### config.mk
export PLATFORM = sky130hd
export DESIGN_NAME = seq_detector_prog
export DESIGN_NICKNAME = d
export VERILOG_FILES = /design/src/rtl/seqdet_pkg.sv /design/src/rtl/seqdet_sat_cnt.sv /design/src/rtl/seq_detector_prog.sv
export SDC_FILE = /design/constraint.sdc
export NUM_CORES = 1
export LEC_CHECK = 0
export BUFFER_PORTS_ARGS = -buffer_cell sky130_fd_sc_hd__buf_2
export CAP_MARGIN = 20
export CORE_AREA = 3 3 53 79
export DETAILED_ROUTE_END_ITERATION = 7
export DIE_AREA = 0 0 56 82
export HOLD_SLACK_MARGIN = 0.12
export PLACE_DENSITY = 0.83
export SYNTH_ARGS = -nofsm -noshare
export SYNTH_HDL_FRONTEND = slang
export SYNTH_SLANG_ARGS = --single-unit
### constraint.sdc
create_clock -name clk -period 2 [get_ports clk]
set_input_delay 0 -clock clk [delete_from_list [all_inputs] [get_ports clk]]
set_output_delay 0 -clock clk [all_outputs]
set_load 0.005 [all_outputs]
### src/rtl/seqdet_pkg.sv
// Shared types and helpers for the programmable sequence detector.
package seqdet_pkg;

  // Widest pattern the helper functions can describe (MAX_LEN must not exceed this).
  localparam int unsigned SEQDET_MASK_W = 32;
  localparam int unsigned SEQDET_LEN_W  = 8;

  // Common length type wide enough for any supported pattern length.
  typedef logic [SEQDET_LEN_W-1:0] len_t;

  // A length is usable only when it selects at least one and at most max_len bits.
  function automatic logic len_valid(input len_t len, input len_t max_len);
    return (len >= len_t'(1)) && (len <= max_len);
  endfunction

  // Mask with the low 'len' bits set; callers size-cast it to their pattern width.
  function automatic logic [SEQDET_MASK_W-1:0] len_mask(input len_t len);
    logic [SEQDET_MASK_W-1:0] m;
    m = '0;
    for (int i = 0; i < SEQDET_MASK_W; i++) begin
      if (len_t'(i) < len) begin
        m[i] = 1'b1;
      end else begin
        m[i] = 1'b0;
      end
    end
    return m;
  endfunction

endpackage

### src/rtl/seqdet_sat_cnt.sv
// Saturating match counter with a sticky saturation flag; clear beats increment.
module seqdet_sat_cnt #(
  parameter int CNT_W = 8
) (
  input  logic             clk,
  input  logic             resetn,
  input  logic             inc,
  input  logic             clr,
  output logic [CNT_W-1:0] count,
  output logic             sat
);

  localparam logic [CNT_W-1:0] CNT_MAX = '1;

  logic [CNT_W-1:0] count_q, count_d;
  logic             sat_q, sat_d;

  // Next count: clear has priority, otherwise step until all-ones and hold there.
  always_comb begin
    count_d = count_q;
    sat_d   = sat_q;
    if (clr) begin
      count_d = '0;
      sat_d   = 1'b0;
    end else if (inc && (count_q != CNT_MAX)) begin
      count_d = count_q + {{(CNT_W-1){1'b0}}, 1'b1};
      sat_d   = sat_q | (count_d == CNT_MAX);
    end else begin
      count_d = count_q;
      sat_d   = sat_q;
    end
  end

  // Counter state registers with synchronous reset.
  always_ff @(posedge clk) begin
    if (!resetn) begin
      count_q <= '0;
      sat_q   <= 1'b0;
    end else begin
      count_q <= count_d;
      sat_q   <= sat_d;
    end
  end

  assign count = count_q;
  assign sat   = sat_q;

endmodule

### src/rtl/seq_detector_prog.sv
// Runtime-programmable serial pattern detector with overlap control and a
// saturating match counter. Optional build macro SEQDET_MASK_EN adds a
// per-position don't-care mask (cfg_mask).
module seq_detector_prog
  import seqdet_pkg::*;
#(
  parameter int MAX_LEN = 8,
  parameter int CNT_W   = 8
) (
  input  logic                         clk,
  input  logic                         resetn,
  input  logic                         din,
  input  logic                         din_valid,
  input  logic                         cfg_load,
  input  logic [MAX_LEN-1:0]           cfg_pattern,
  input  logic [$clog2(MAX_LEN+1)-1:0] cfg_len,
  input  logic                         cfg_overlap,
`ifdef SEQDET_MASK_EN
  input  logic [MAX_LEN-1:0]           cfg_mask,
`endif
  input  logic                         cnt_clr,
  output logic                         match,
  output logic [CNT_W-1:0]             match_count,
  output logic                         count_sat
);

  localparam int LW = $clog2(MAX_LEN+1);

  logic [MAX_LEN-1:0] pat_q, pat_d;
  logic [LW-1:0]      len_q, len_d;
  logic               ovl_q, ovl_d;
`ifdef SEQDET_MASK_EN
  logic [MAX_LEN-1:0] mask_q, mask_d;
`endif
  logic [MAX_LEN-1:0] hist_q, hist_d;
  logic [LW-1:0]      fill_q, fill_d;
  logic               match_q, match_d;

  logic [MAX_LEN-1:0] hist_next_s;
  logic [LW-1:0]      fill_next_s;
  logic [MAX_LEN-1:0] cmp_mask_s;
  logic               hit_s;

  // Post-shift history/fill and the match decision for the current beat.
  always_comb begin
    hist_next_s = {hist_q[MAX_LEN-2:0], din};
    if (fill_q == LW'(MAX_LEN)) begin
      fill_next_s = fill_q;
    end else begin
      fill_next_s = fill_q + LW'(1);
    end
`ifdef SEQDET_MASK_EN
    cmp_mask_s = MAX_LEN'(len_mask(len_t'(len_q))) & ~mask_q;
`else
    cmp_mask_s = MAX_LEN'(len_mask(len_t'(len_q)));
`endif
    hit_s = din_valid
          && len_valid(len_t'(len_q), len_t'(MAX_LEN))
          && (((hist_next_s ^ pat_q) & cmp_mask_s) == '0)
          && (fill_next_s >= len_q);
  end

  // Next-state: a config load clears history and drops any coincident beat.
  always_comb begin
    pat_d   = pat_q;
    len_d   = len_q;
    ovl_d   = ovl_q;
`ifdef SEQDET_MASK_EN
    mask_d  = mask_q;
`endif
    hist_d  = hist_q;
    fill_d  = fill_q;
    match_d = 1'b0;
    if (cfg_load) begin
      pat_d   = cfg_pattern;
      len_d   = cfg_len;
      ovl_d   = cfg_overlap;
`ifdef SEQDET_MASK_EN
      mask_d  = cfg_mask;
`endif
      hist_d  = '0;
      fill_d  = '0;
      match_d = 1'b0;
    end else if (din_valid) begin
      hist_d  = hist_next_s;
      if (hit_s && !ovl_q) begin
        fill_d = '0;
      end else begin
        fill_d = fill_next_s;
      end
      match_d = hit_s;
    end else begin
      match_d = 1'b0;
    end
  end

  // Shadow config, history, fill and registered match with synchronous reset.
  always_ff @(posedge clk) begin
    if (!resetn) begin
      pat_q   <= '0;
      len_q   <= '0;
      ovl_q   <= 1'b0;
`ifdef SEQDET_MASK_EN
      mask_q  <= '0;
`endif
      hist_q  <= '0;
      fill_q  <= '0;
      match_q <= 1'b0;
    end else begin
      pat_q   <= pat_d;
      len_q   <= len_d;
      ovl_q   <= ovl_d;
`ifdef SEQDET_MASK_EN
      mask_q  <= mask_d;
`endif
      hist_q  <= hist_d;
      fill_q  <= fill_d;
      match_q <= match_d;
    end
  end

  // Count registered match pulses.
  seqdet_sat_cnt #(
    .CNT_W (CNT_W)
  ) u_cnt (
    .clk    (clk),
    .resetn (resetn),
    .inc    (match_q),
    .clr    (cnt_clr),
    .count  (match_count),
    .sat    (count_sat)
  );

  assign match = match_q;

endmodule

==> out/qor.yml <==
place:
  dp_slack_ps: -150.1
  numPortBuffers: 28
  dp_cells: 260
  dpl_cell_area_um2: 1973
  gp_congestion: 0.8667
  post-dp-hpwl_mm: 2.606
finish:
  drive_above_1_share: 0.2362
  n_antenna_cell: 0
  final_common_cell: "dfxtp_1"
  syn2layout_area_growth_pct: 39.87
  final_cell_count_no_fill: 297
  layout_common_cells: "dfxtp_1, buf_2, dlygate4sd3_1"
  finalInstanceArea_um2: 2427
  nets: 280
worst_setup_path:
  worst-path-max-fanout: 4
  end_kind: "flip-flop"
  path_class: "reg -> reg"
  cp_cell_sequence: "inv_4 -> ha_4 -> nand2_4 -> nor2_4 -> xnor2_2 -> ha_1 -> o21ai_1 -> a221o_1 -> buf_4 -> nor4_1"
  start_kind: "flip-flop"
  critPathMaxStageDelay_ps: 370
  cp_data_required_time_ps: 2190
  arrival_ps: 2300
  crit_slowest_cell: "dfxtp_4"
sta:
  slew_headroom: 0.6848
  rsz0062_at_grt: "yes"
  finalSetupViolCount: 5
  setup_ws_ps: -112.6
  tightest_slew_ps: 466.6
  fin_crit_sh: 1.056
  final_hold_viol_count: 0
  fin_crit_ps: 2113
  clock_skew_ps: 13.04
  report.final.slew_viol_count: 0
  max_freq_mhz: 473.4
  hold_slack_ps: 167.4
synth:
  synth-simple-area-share: 0.2228
  synth_top_family_by_area: "simple AND/OR/NAND/NOR gates"
  ys_seq_area_frac: 0.3922
  synthCells: 189
  synth-compound-area-share: 0.07066
  synth_adder_area_share: 0.05768
  avgSynthCellArea_um2: 9.182
  synth_mux_area_frac: 0.1269
  synth_nets: 216
  synth.distinct_cells: 34
  ys_warn_count: 0
  ys_ff_latch: 34
  synth_area_um2: 1735
  synthXorXnorAreaFrac: 0.09589
pwr:
  leakage_uw: 0.001043
  p_int_uw: 1307
  power.density_nw_per_um2: 690.8
  power.share.clock: 0.456
  combPwrFrac: 0.119
  swShare: 0.2206
  power_frac_seq: 0.426
  power_switching_uw: 369.9
  p_total_uw: 1677
  ir_drop_uv: 698.9
cts:
  cts_tree: "done"
  cts_sinks: 34
  insertion_delay_ps: 300
  cts_buffers: 5
  clock-root-buffer: "clkbuf_8"
  clk_pin_slew_ps: 80
  h-tree-depth: 2
  cts_buffer_depth: 2
min_path:
  hold_path.class: "in -> reg"
grt:
  grt_pass1_wl_mm: 6.306
  grt_pass1_vias: 1496
  grt_usage: 0.1770
  antenna_found_initial: 0
  grt_max_degree: 17
  gr-total-overflow: 0
die:
  placementRows: 27
  io_pins: 29
  die_x_um: 56
  die_h_um: 82
  core_um2: 3649
  die_area_um2: 4592
  initial_core_util: 0.4757
run_status:
  violations: "negative setup slack"
  status: "complete, but fails checks"
drt:
  num_vias: 1525
  wl_per_cell_um: 13.04
  ant_nets: 0
  avgViaCountPerCell: 5.135
  routed_wl_mm: 3.873
  drc: 0
  drt_iter0_drc: 61
  dr.pass1.iters: 4
flow_run:
  cap_violations: 0
-- flip-flops by register name (all words and copies together) (netlist names) --
| name | cells |
|---|---|
| hist_q | 7 |
| ovl_q | 1 |
| pat_q | 8 |
| u_cnt.sat | 1 |
| u_cnt.count | 8 |
| len_q | 4 |
| fill_q | 4 |
| match | 1 |
-- metrics by stage --
step,setup TNS (ps),utilization
after floorplan,-4.466,-
after global placement,-175.0,0.5408
after detailed placement,-576.9,0.5408
after CTS,-248.7,0.6526
after global routing,-864.0,0.6653
final,-434.0,0.6653
-- worst max-delay path, delay by kind of cell (launching register included) --
kind / cells / cell delay (ps)
flops: 1 / 370
xor+xnor: 1 / 130
buf+inv: 2 / 190
compound gates: 2 / 420
simple gates: 3 / 440
fa+ha+maj: 2 / 450
-- kinds of logic after synthesis --
kind of cell	count (synthesis)
and+or+nand+nor	74
buffers and inverters	15
adders and majority gates	8
AOI/OAI and AO/OA	17
muxes	22
DFF	34
xor gates and xnor gates	19
-- Yosys cell counts --
| library cell | count | area share |
|---|---|---|
| nand2_1 | 11 | 0.024 |
| buf_1 | 2 | 0.0043 |
| o221ai_2 | 1 | 0.0086 |
| or3_1 | 1 | 0.0036 |
| o21ai_1 | 2 | 0.0058 |
| nor4_4 | 1 | 0.012 |
| o31ai_1 | 1 | 0.0043 |
| o211ai_1 | 1 | 0.0043 |
| or2_2 | 1 | 0.0036 |
| nor2b_1 | 15 | 0.054 |
| clkbuf_1 | 3 | 0.0065 |
| nor3_1 | 4 | 0.012 |
| ha_1 | 8 | 0.058 |
| nand2b_1 | 4 | 0.014 |
| nor4b_1 | 1 | 0.0050 |
| inv_1 | 8 | 0.017 |
| a31oi_1 | 1 | 0.0036 |
| a41oi_1 | 1 | 0.0050 |
| a221o_1 | 1 | 0.0058 |
| buf_2 | 2 | 0.0058 |
| a211oi_2 | 1 | 0.0072 |
| a211oi_1 | 1 | 0.0043 |
| nand3b_1 | 1 | 0.0043 |
| nor2_1 | 22 | 0.048 |
| xnor2_1 | 9 | 0.045 |
| xor2_1 | 10 | 0.050 |
| and2_1 | 1 | 0.0036 |
| mux2i_1 | 22 | 0.13 |
| o21a_1 | 1 | 0.0043 |
| nand3_1 | 6 | 0.017 |
| nand4_1 | 4 | 0.014 |
| o21ai_0 | 6 | 0.017 |
| dfxtp_1 | 34 | 0.39 |
| nor4_1 | 2 | 0.0072 |
-- area by class of cell --
cell class / instances / area (µm²)
multi-input combinational: 140 / 1040
timing repair buffer: 64 / 478.0
inverter: 8 / 32.53
tap: 43 / 53.80
fill: 302 / 1221
clock buffer: 5 / 68.82
clock inverter: 3 / 68.82
sequential: 34 / 685.7
-- layer usage --
metal,part of all wire,up-vias,global-route usage
met5,0,-,0
met4,0.027,0,0.1045
met3,0.041,12,0.04403
met2,0.53,31,0.3302
met1,0.40,714,0.1760
li1,-,768,-
-- final timing paths --
| kind | startpoint | end | cells past startpoint | slack, ps |
|---|---|---|---|---|
| worst max-delay path | fill_q[0] | match | 10 | -110 |
| worst min-delay path | din_valid | match | 4 | 170 |
| worst max register to register | fill_q[0] | match | 10 | -110 |
| worst min register to register | u_cnt.sat | u_cnt.sat | 2 | 490 |
-- power by group through the flow --
| stage | Combinational (µW) | Clock [µW] | Sequential (µW) |
|---|---|---|---|
| after global routing | 218 | 800 | 715 |
| final | 199 | 764 | 713 |
| after floorplan | 102 | 0 | 726 |
| after global placement | 141 | 0 | 729 |
| after CTS | 189 | 773 | 713 |
| after detailed placement | 147 | 0 | 729 |
-- what timing repair did --
action / 4_1_cts / 5_1_grt
hold buffers: 27 / 0
pin swaps: 2 / 1
hold endpoints to repair: 14 / 0
gates resized for setup: 0 / 9
setup endpoints to repair: 4 / 5
setup buffers: 0 / 2
Note: power is estimated with default switching activity, not from simulation.
